===== src/rtl/ipd_stage_pkg.sv =====
// Shared widths, flag bit positions and opcode constants for the IPD stage.
package ipd_stage_pkg;
  localparam int IF_TO_IPD_BUS_WD = 64;
  localparam int IPD_TO_ID_BUS_WD = 104;

  localparam int PD_ADEF      = 0;
  localparam int PD_IS_BRANCH = 1;
  localparam int PD_IS_JIRL   = 2;
  localparam int PD_IS_BL     = 3;
  localparam int PD_IS_LD_W   = 4;
  localparam int PD_IS_ST_W   = 5;
  localparam int PD_WR_RD     = 6;

  localparam logic [5:0] OP_JIRL = 6'h13;
  localparam logic [5:0] OP_BL   = 6'h15;
  localparam logic [9:0] OP_LD_W = 10'h0A2;
  localparam logic [9:0] OP_ST_W = 10'h0A6;

  typedef struct packed {
    logic [31:0] pred_pc;
    logic [31:0] inst_pc;
    logic [31:0] inst;
    logic [7:0]  pd_flags;
  } ipd_to_id_t;
endpackage


===== src/rtl/ipd_predecode.sv =====
// Combinational pre-decode of one instruction word; shared with the branch predictor.
module ipd_predecode
  import ipd_stage_pkg::*;
#(
  parameter logic [5:0] BR_OP_LO = 6'h13,
  parameter logic [5:0] BR_OP_HI = 6'h1B
) (
  input  logic [31:0] inst,
  input  logic [31:0] inst_pc,
  output logic [31:0] inst_masked,
  output logic [7:0]  pd_flags
);
  logic       adef, is_branch, is_jirl, is_bl, is_ld_w, is_st_w, wr_rd;
  logic       unused_pc_hi;

  assign unused_pc_hi = ^inst_pc[31:2];

  assign adef      = inst_pc[1:0] != 2'b00;
  assign is_branch = (inst[31:26] >= BR_OP_LO) && (inst[31:26] <= BR_OP_HI);
  assign is_jirl   = inst[31:26] == OP_JIRL;
  assign is_bl     = inst[31:26] == OP_BL;
  assign is_ld_w   = inst[31:22] == OP_LD_W;
  assign is_st_w   = inst[31:22] == OP_ST_W;
  // Link-writing branches (JIRL, BL) still write rd; other branches and stores do not.
  assign wr_rd     = ~(is_st_w | (is_branch & ~is_jirl & ~is_bl));

  always_comb begin
    pd_flags               = 8'h00;
    pd_flags[PD_ADEF]      = adef;
    pd_flags[PD_IS_BRANCH] = is_branch & ~adef;
    pd_flags[PD_IS_JIRL]   = is_jirl   & ~adef;
    pd_flags[PD_IS_BL]     = is_bl     & ~adef;
    pd_flags[PD_IS_LD_W]   = is_ld_w   & ~adef;
    pd_flags[PD_IS_ST_W]   = is_st_w   & ~adef;
    pd_flags[PD_WR_RD]     = wr_rd     & ~adef;
  end

  assign inst_masked = adef ? 32'h0 : inst;
endmodule


===== src/rtl/ipd_stage.sv =====
// Inst pre-decode stage: holds the IF bundle, captures the RAM word across
// ID stalls and forwards it with pre-decode flags.
module ipd_stage
  import ipd_stage_pkg::*;
#(
  parameter logic [63:0] RESET_PC_BUS = 64'h0,
  parameter logic [5:0]  BR_OP_LO     = 6'h13,
  parameter logic [5:0]  BR_OP_HI     = 6'h1B
) (
  input  logic                        clk,
  input  logic                        reset,
  input  logic [IF_TO_IPD_BUS_WD-1:0] IF_to_IPD_bus,
  input  logic                        IF_to_IPD_valid,
  output logic                        IPD_allow_in,
  input  logic [31:0]                 inst_ram_rdata,
  input  logic                        br_taken_cancel,
  input  logic                        ID_allow_in,
  output logic                        IPD_to_ID_valid,
  output logic [IPD_TO_ID_BUS_WD-1:0] IPD_to_ID_bus
);
  logic        ipd_valid, first_cycle, inst_buf_valid;
  logic [63:0] pc_bundle;
  logic [31:0] inst_buf, inst_raw, inst_masked;
  logic [7:0]  pd_flags;
  logic        ready_go, capture;
  ipd_to_id_t  out_bus;

  assign ready_go        = ipd_valid;
  // A redirect always frees the slot so the branch target can enter at once.
  assign IPD_allow_in    = ~ipd_valid | (ready_go & ID_allow_in) | br_taken_cancel;
  assign capture         = IPD_allow_in & IF_to_IPD_valid;
  assign IPD_to_ID_valid = ipd_valid & ~br_taken_cancel;

  always_ff @(posedge clk) begin
    if (reset) begin
      ipd_valid      <= 1'b0;
      pc_bundle      <= RESET_PC_BUS;
      first_cycle    <= 1'b0;
      inst_buf       <= 32'h0;
      inst_buf_valid <= 1'b0;
    end else if (capture) begin
      pc_bundle      <= IF_to_IPD_bus;
      ipd_valid      <= 1'b1;
      first_cycle    <= 1'b1;
      inst_buf_valid <= 1'b0;
    end else begin
      first_cycle <= 1'b0;
      if (IPD_allow_in) begin
        ipd_valid      <= 1'b0;
        inst_buf_valid <= 1'b0;
      end else if (ipd_valid & first_cycle & ~ID_allow_in) begin
        // RAM data is only guaranteed on the first held cycle; keep a copy.
        inst_buf       <= inst_ram_rdata;
        inst_buf_valid <= 1'b1;
      end
    end
  end

  assign inst_raw = inst_buf_valid ? inst_buf : inst_ram_rdata;

  ipd_predecode #(.BR_OP_LO(BR_OP_LO), .BR_OP_HI(BR_OP_HI)) u_predecode (
    .inst        (inst_raw),
    .inst_pc     (pc_bundle[31:0]),
    .inst_masked (inst_masked),
    .pd_flags    (pd_flags)
  );

  always_comb begin
    out_bus.pred_pc  = pc_bundle[63:32];
    out_bus.inst_pc  = pc_bundle[31:0];
    out_bus.inst     = inst_masked;
    out_bus.pd_flags = pd_flags;
  end

  assign IPD_to_ID_bus = out_bus;
endmodule


===== config.mk =====
export PLATFORM = sky130hd
export DESIGN_NAME = ipd_stage
export DESIGN_NICKNAME = d
export VERILOG_FILES = /design/src/rtl/ipd_stage_pkg.sv /design/src/rtl/ipd_predecode.sv /design/src/rtl/ipd_stage.sv
export SDC_FILE = /design/constraint.sdc
export NUM_CORES = 1
export LEC_CHECK = 0
export CORE_UTILIZATION = 60
export CTS_CLUSTER_DIAMETER = 50
export DETAILED_ROUTE_END_ITERATION = 7
export DONT_BUFFER_PORTS = 1
export PLACE_DENSITY = 0.76
export SYNTH_ARGS = -nofsm -noshare
export SYNTH_HDL_FRONTEND = slang
export SYNTH_SLANG_ARGS = --single-unit

===== constraint.sdc =====
create_clock -name clk -period 1.95 [get_ports clk]
set_clock_uncertainty 0.2 [all_clocks]
set_input_delay 0.39 -clock clk [delete_from_list [all_inputs] [get_ports clk]]
set_output_delay 0.39 -clock clk [all_outputs]
set_load 0.05 [all_outputs]

==> results.cfg, run 1 <==
[logic_synthesis]
synthXorXnorAreaFrac_pct = 0
synthesis.area_mm2 = 0.00430
syn-num-nets = 636
synth_compound_area_share_pct = 13.3
synthTopCellsByCount = nand2_1 (184), dfxtp_1 (99), a21oi_1 (88)
synth_area_per_cell_um2 = 8.04
yosysSeqAreaShare_pct = 46.1
yosysTopAreaCell = dfxtp_1
synth-main-ff-cell = dfxtp_1
synth_cell_types = 35
synth_top_family_by_area = simple AND/OR/NAND/NOR gates
synthArstFlopShare_pct = 0
synth-edff-count = 0
synthTopCellsByArea = dfxtp_1 (46%), nand2_1 (16%), a21oi_1 (10%)
muxShareOfSynthArea_pct = 8.09
yosysMostFrequentCell = nand2_1
yosysTopAreaCellShare_pct = 46.1
yosys_warnings = 0
yosys.area_share.simple_pct = 24.8
synthAdderAreaFrac_pct = 0
ys_ff_latch = 99
synthCells = 535

[outcome]
violations = hold timing, setup timing
outcome = finished with violations

[worst_setup_path]
cp_slowest_cell = dfxtp_4
path_class = reg2out
crit_path_max_incr_delay_ns = 0.38
crit_top_cell = buf_6
crit_required_ns = 1.36
worstPathArrival_ns = 2.12
end_kind = output port
crit_chain = buf_4 > mux2_4 > buf_6 > o211ai_1 > a21oi_2 > nor3_2 > buf_6
worstPathMaxFanout = 3
critPathLaunchType = flip-flop
cp_top_family = buffers and inverters
path_buf_inv = 3

[grt]
antenna_found_initial = 0
grt_pass1_wl_um = 20500
grt.overflow.total = 0
grt_pass1_vias = 4034
track_usage_pct = 36.2
grt_max_degree = 100

[route]
final_antenna_net_count = 0
remaining_drc_errors = 0
routed_via_density = 6.50
route.detailed.wl_per_inst_um = 24.2
drt-initial-drc-count = 566
dr.pass1.iters = 6
vias = 4475
routed_wl_um = 16600

[pwr]
vdd_drop_max_mv = 0.806
p_per_area_mw_per_mm2 = 796
power_leakage_uw = 0.00221
p_total_uw = 4830

[hold_path]
hp-class = in2reg

[place]
placed_cell_area_mm2 = 0.00520
gp_congestion = 0.845
portBuffers = 0
post-dp-hpwl_um = 7480

[timing]
rsz0062_at_grt = true
finalSetupViolations = 39
post-route-period-util_pct = 139
tightest_slew_ns = 0.565
setup_ws_ns = -0.759
hold_viol = 97
period_minus_slack_ns = 2.71
maxSlewViolCount = 0
whs_ns = -0.132
fmax_mhz = 369
relSlewSlack_pct = 62.3

[floorplan]
start_util_pct = 62.6
fp.coreArea_mm2 = 0.00687
die_area_mm2 = 0.00751
die_height_um = 86.7
die_w_um = 86.7
rows = 30
io_pins = 207

[clock_network]
cts_buffers = 9
root_buffer = clkbuf_8
cts_tree = built
cts_hold_buf = 2
clock_path_buffers = 2
cts_sinks = 99
clk_pin_slew_worst_paths_ns = 0.10
h-tree-depth = 3
clkLatencyLatePin_ns = 0.37

[finish]
n_fill_cell = 300
area_growth_syn_to_layout_pct = 41.0
diodes = 0
nNetsFinal = 688
drive_gt1_share_pct = 33.4
design_area_mm2 = 0.00607

[job]
max-cap-violations = 0
[final cells by class]
type,instances,area [um2],share of cell area [%]
multi-input cells,391,2520,41.6
flip-flops and latches,99,1990,32.9
repair buffers,84,1230,20.2
clock buffers,11,153,2.52
well taps,96,120,1.98
clock inverters,5,42.5,0.701
inverters,2,7.51,0.124
[registers in the layout (all words and copies together) (netlist names)]
register / flops
pc_bundle: 64
inst_buf: 32
first_cycle: 1
inst_buf_valid: 1
ipd_valid: 1
[per-stage QoR]
stage	worst slack, ns	std cells	util, %	hold slack, ns	setup TNS [ns]
floorplan	-0.423	535	-	0.236	-4.52
global placement	-0.190	652	75.7	0.235	-1.04
detailed placement	-0.258	652	75.7	0.243	-1.89
CTS	-0.529	677	84.2	-0.137	-13.07
global route	-0.877	688	88.3	-0.154	-19.40
finish	-0.759	688	88.3	-0.132	-17.60
[kinds of logic (layout without fill, tap and decap cells)]
family,count (synthesis),after routing
other cells,1,1
mux,34,34
simple gates,253,253
compound gates,103,103
buf+inv,45,102
flops,99,99
[cells in the final DEF (no fill, tap or decap), types with 3 or more instances in the layout]
cell type / count
nor2_4: 27
buf_4: 25
buf_12: 34
dfxtp_1: 96
dfxtp_4: 3
nor2_1: 9
clkinvlp_4: 3
clkbuf_8: 9
a21oi_1: 86
buf_6: 15
mux2i_4: 11
mux2i_2: 12
nand2_2: 11
a21oi_2: 12
nand2_1: 184
mux2_4: 3
clkbuf_16: 3
mux2i_1: 8
buf_8: 4
[repair_timing]
action                                 in CTS  in global routing
endpoints found under the hold margin      99                 97
gates resized for setup                    59                 44
setup endpoints to repair                  39                 39
setup buffers                               4                 12
pin swaps                                  12                 12
cloned                                      3                  1
[routing by layer]
layer	share of wire [%]	track usage (%)
met1	32	38.9
met2	47	59.5
met3	13	11.3
met5	0	0
met4	8.1	28.0
[report_power, final]
group / internal [uW] / leakage, uW / switching [uW] / total, uW
clock: 556 / 0.0000892 / 780 / 1340
combinational: 459 / 0.00131 / 613 / 1070
sequential: 2100 / 0.000812 / 318 / 2420
[final timing paths]
path                                     start               end  slack [ns]  cells past startpoint
worst max register to register  inst_buf_valid    inst_buf_valid        0.12                      4
worst min register to register     inst_buf[5]       inst_buf[5]        0.28                      2
worst max-delay path            inst_buf_valid  IPD_to_ID_bus[6]       -0.76                      7
worst min-delay path                     reset     pc_bundle[42]       -0.13                      1
Power figures use the tool's default switching activity.
==> run 2: changes to the inputs <==
--- a/config.mk
+++ b/config.mk
@@ -10,6 +10,7 @@
 export DETAILED_ROUTE_END_ITERATION = 7
 export DONT_BUFFER_PORTS = 1
 export PLACE_DENSITY = 0.76
+export SKIP_CTS_REPAIR_TIMING = 1
 export SYNTH_ARGS = -nofsm -noshare
 export SYNTH_HDL_FRONTEND = slang
 export SYNTH_SLANG_ARGS = --single-unit
==> results.cfg, run 2 (synthesis results as in run 1) <==
[outcome]
outcome = finished with violations
violations = hold timing, setup timing

[clock_network]
cts_buffers = 9
h-tree-depth = 3
clkLatencyLatePin_ns = 0.36
cts_tree = built
clock_path_buffers = 2
root_buffer = clkbuf_8
cts_sinks = 99
clk_pin_slew_worst_paths_ns = 0.10

[pwr]
vdd_drop_max_mv = 0.719
p_total_uw = 4700
p_per_area_mw_per_mm2 = 825
switching_share_pct = 34.4
p_sw_uw = 1620
p_seq_share_pct = 51.4
p_clk_share_pct = 27.9
power_leakage_uw = 0.00208
combPwrFrac_pct = 20.7
intPower_uw = 3080

[grt]
antenna_found_initial = 0
track_usage_pct = 28.2
grt_max_degree = 100
grt.overflow.total = 0
grt_pass1_wl_um = 16500
grt_pass1_vias = 3624

[finish]
nNetsFinal = 675
largest_reg_flops = 64
n_fill_cell = 403
regArea_mm2 = 0.00199
multiInputGateArea_mm2 = 0.00234
reg_top3 = pc_bundle: 64 flops, inst_buf: 32 flops
layout_commonest_cell = nand2_1
final_cell_mix = nand2_1 (184), dfxtp_1 (96), a21oi_1 (87)
drive_gt1_share_pct = 29.2
area_growth_syn_to_layout_pct = 32.3
top_register = pc_bundle
diodes = 0

[floorplan]
die_w_um = 86.7
io_pins = 207
die_area_mm2 = 0.00751
start_util_pct = 62.6
rows = 30
fp.coreArea_mm2 = 0.00687
die_height_um = 86.7

[hold_path]
hp-class = in2reg

[worst_setup_path]
rrSetupSlack_ns = 0.23
crit_chain = buf_6 > mux2i_2 > buf_4 > o211ai_1 > a21oi_1 > nor3_2 > buf_4
cp_slowest_cell = dfxtp_2
crit_path_max_incr_delay_ns = 0.37
critPathLaunchType = flip-flop
crit_top_cell = buf_4
crit_required_ns = 1.36
worstPathMaxFanout = 6
worstPathArrival_ns = 1.97
path_class = reg2out
end_kind = output port

[route]
final_antenna_net_count = 0
routed_wl_um = 12100
dr.pass1.iters = 5
remaining_drc_errors = 0
routed_via_density = 5.75
vias = 3880
route.detailed.wl_per_inst_um = 17.9
drt-initial-drc-count = 254

[place]
portBuffers = 0
gp_congestion = 0.845
dp_slack_ns = -0.258
post-dp-hpwl_um = 7480

[timing]
setup_ws_ns = -0.608
relSlewSlack_pct = 60.6
rsz0062_at_grt = true
maxSlewViolCount = 0
whs_ns = -0.126
period_minus_slack_ns = 2.56
hold_viol = 96
finalSetupViolations = 39
tightest_slew_ns = 0.590
post-route-period-util_pct = 131
fmax_mhz = 391

[job]
max-cap-violations = 0
-- run 2: cell types whose count changed in the layout (fill, tap and decap cells not counted), moves of 2 or more --
cell       delta
mux2i_4      -10
buf_12        -3
buf_4         +3
clkbuf_16     +2
buf_6        -10
mux2i_1       +9
buf_8         -4
-- run 2: path summary, 6_finish.rpt --
check                     endpoint      startpoint  cells after the start
hold / removal       pc_bundle[42]           reset                      1
setup reg to reg    inst_buf_valid  inst_buf_valid                      4
setup / recovery  IPD_to_ID_bus[6]  inst_buf_valid                      7
hold reg to reg        inst_buf[3]     inst_buf[3]                      2
-- run 2: critical path: cells and delay by family (launching register included) --
kind	cells	cell delay, ns
flip-flops	1	0.37
buffers and inverters	3	0.52
AO/OA/AOI/OAI	2	0.33
multiplexers	1	0.32
AND/OR/NAND/NOR	1	0.07
-- run 2: layer usage --
layer,routed length (um),part of all wire (%),vias up,global-route usage [%]
li1,-,-,1816,-
met1,4440,37,1821,32.5
met2,6270,52,217,49.6
met3,1080,8.9,26,7.24
met4,279,2.3,0,11.8
met5,0,0,-,0
-- run 2: layout make-up --
type / count / share of cell area [%]
clock buffer: 11 / 2.68
clock inverter: 5 / 0.748
inverter: 2 / 0.132
multi-input combinational: 391 / 41.1
sequential: 99 / 35.0
tap: 96 / 2.11
timing repair buffer: 71 / 18.2
-- run 2: through the flow --
stage               utilization [%]  TNS (ns)  instances  cell area, um2
finish                         82.8    -13.91        675            5690
detailed placement             75.7     -1.89        652            5200
global route                   82.8    -15.86        675            5690
global placement               75.7     -1.04        652            5200
CTS                            78.5    -16.79        668            5390
floorplan                         -     -4.52        535            4560
-- run 2: power by group through the flow --
stage | Combinational, uW | Clock, uW | Sequential, uW
6_report | 970 | 1310 | 2420
5_1_grt | 1020 | 1400 | 2430
4_1_cts | 873 | 1310 | 2420
3_5_place_dp | 871 | 0 | 2460
3_3_place_gp | 850 | 0 | 2460
2_1_floorplan | 621 | 0 | 2450
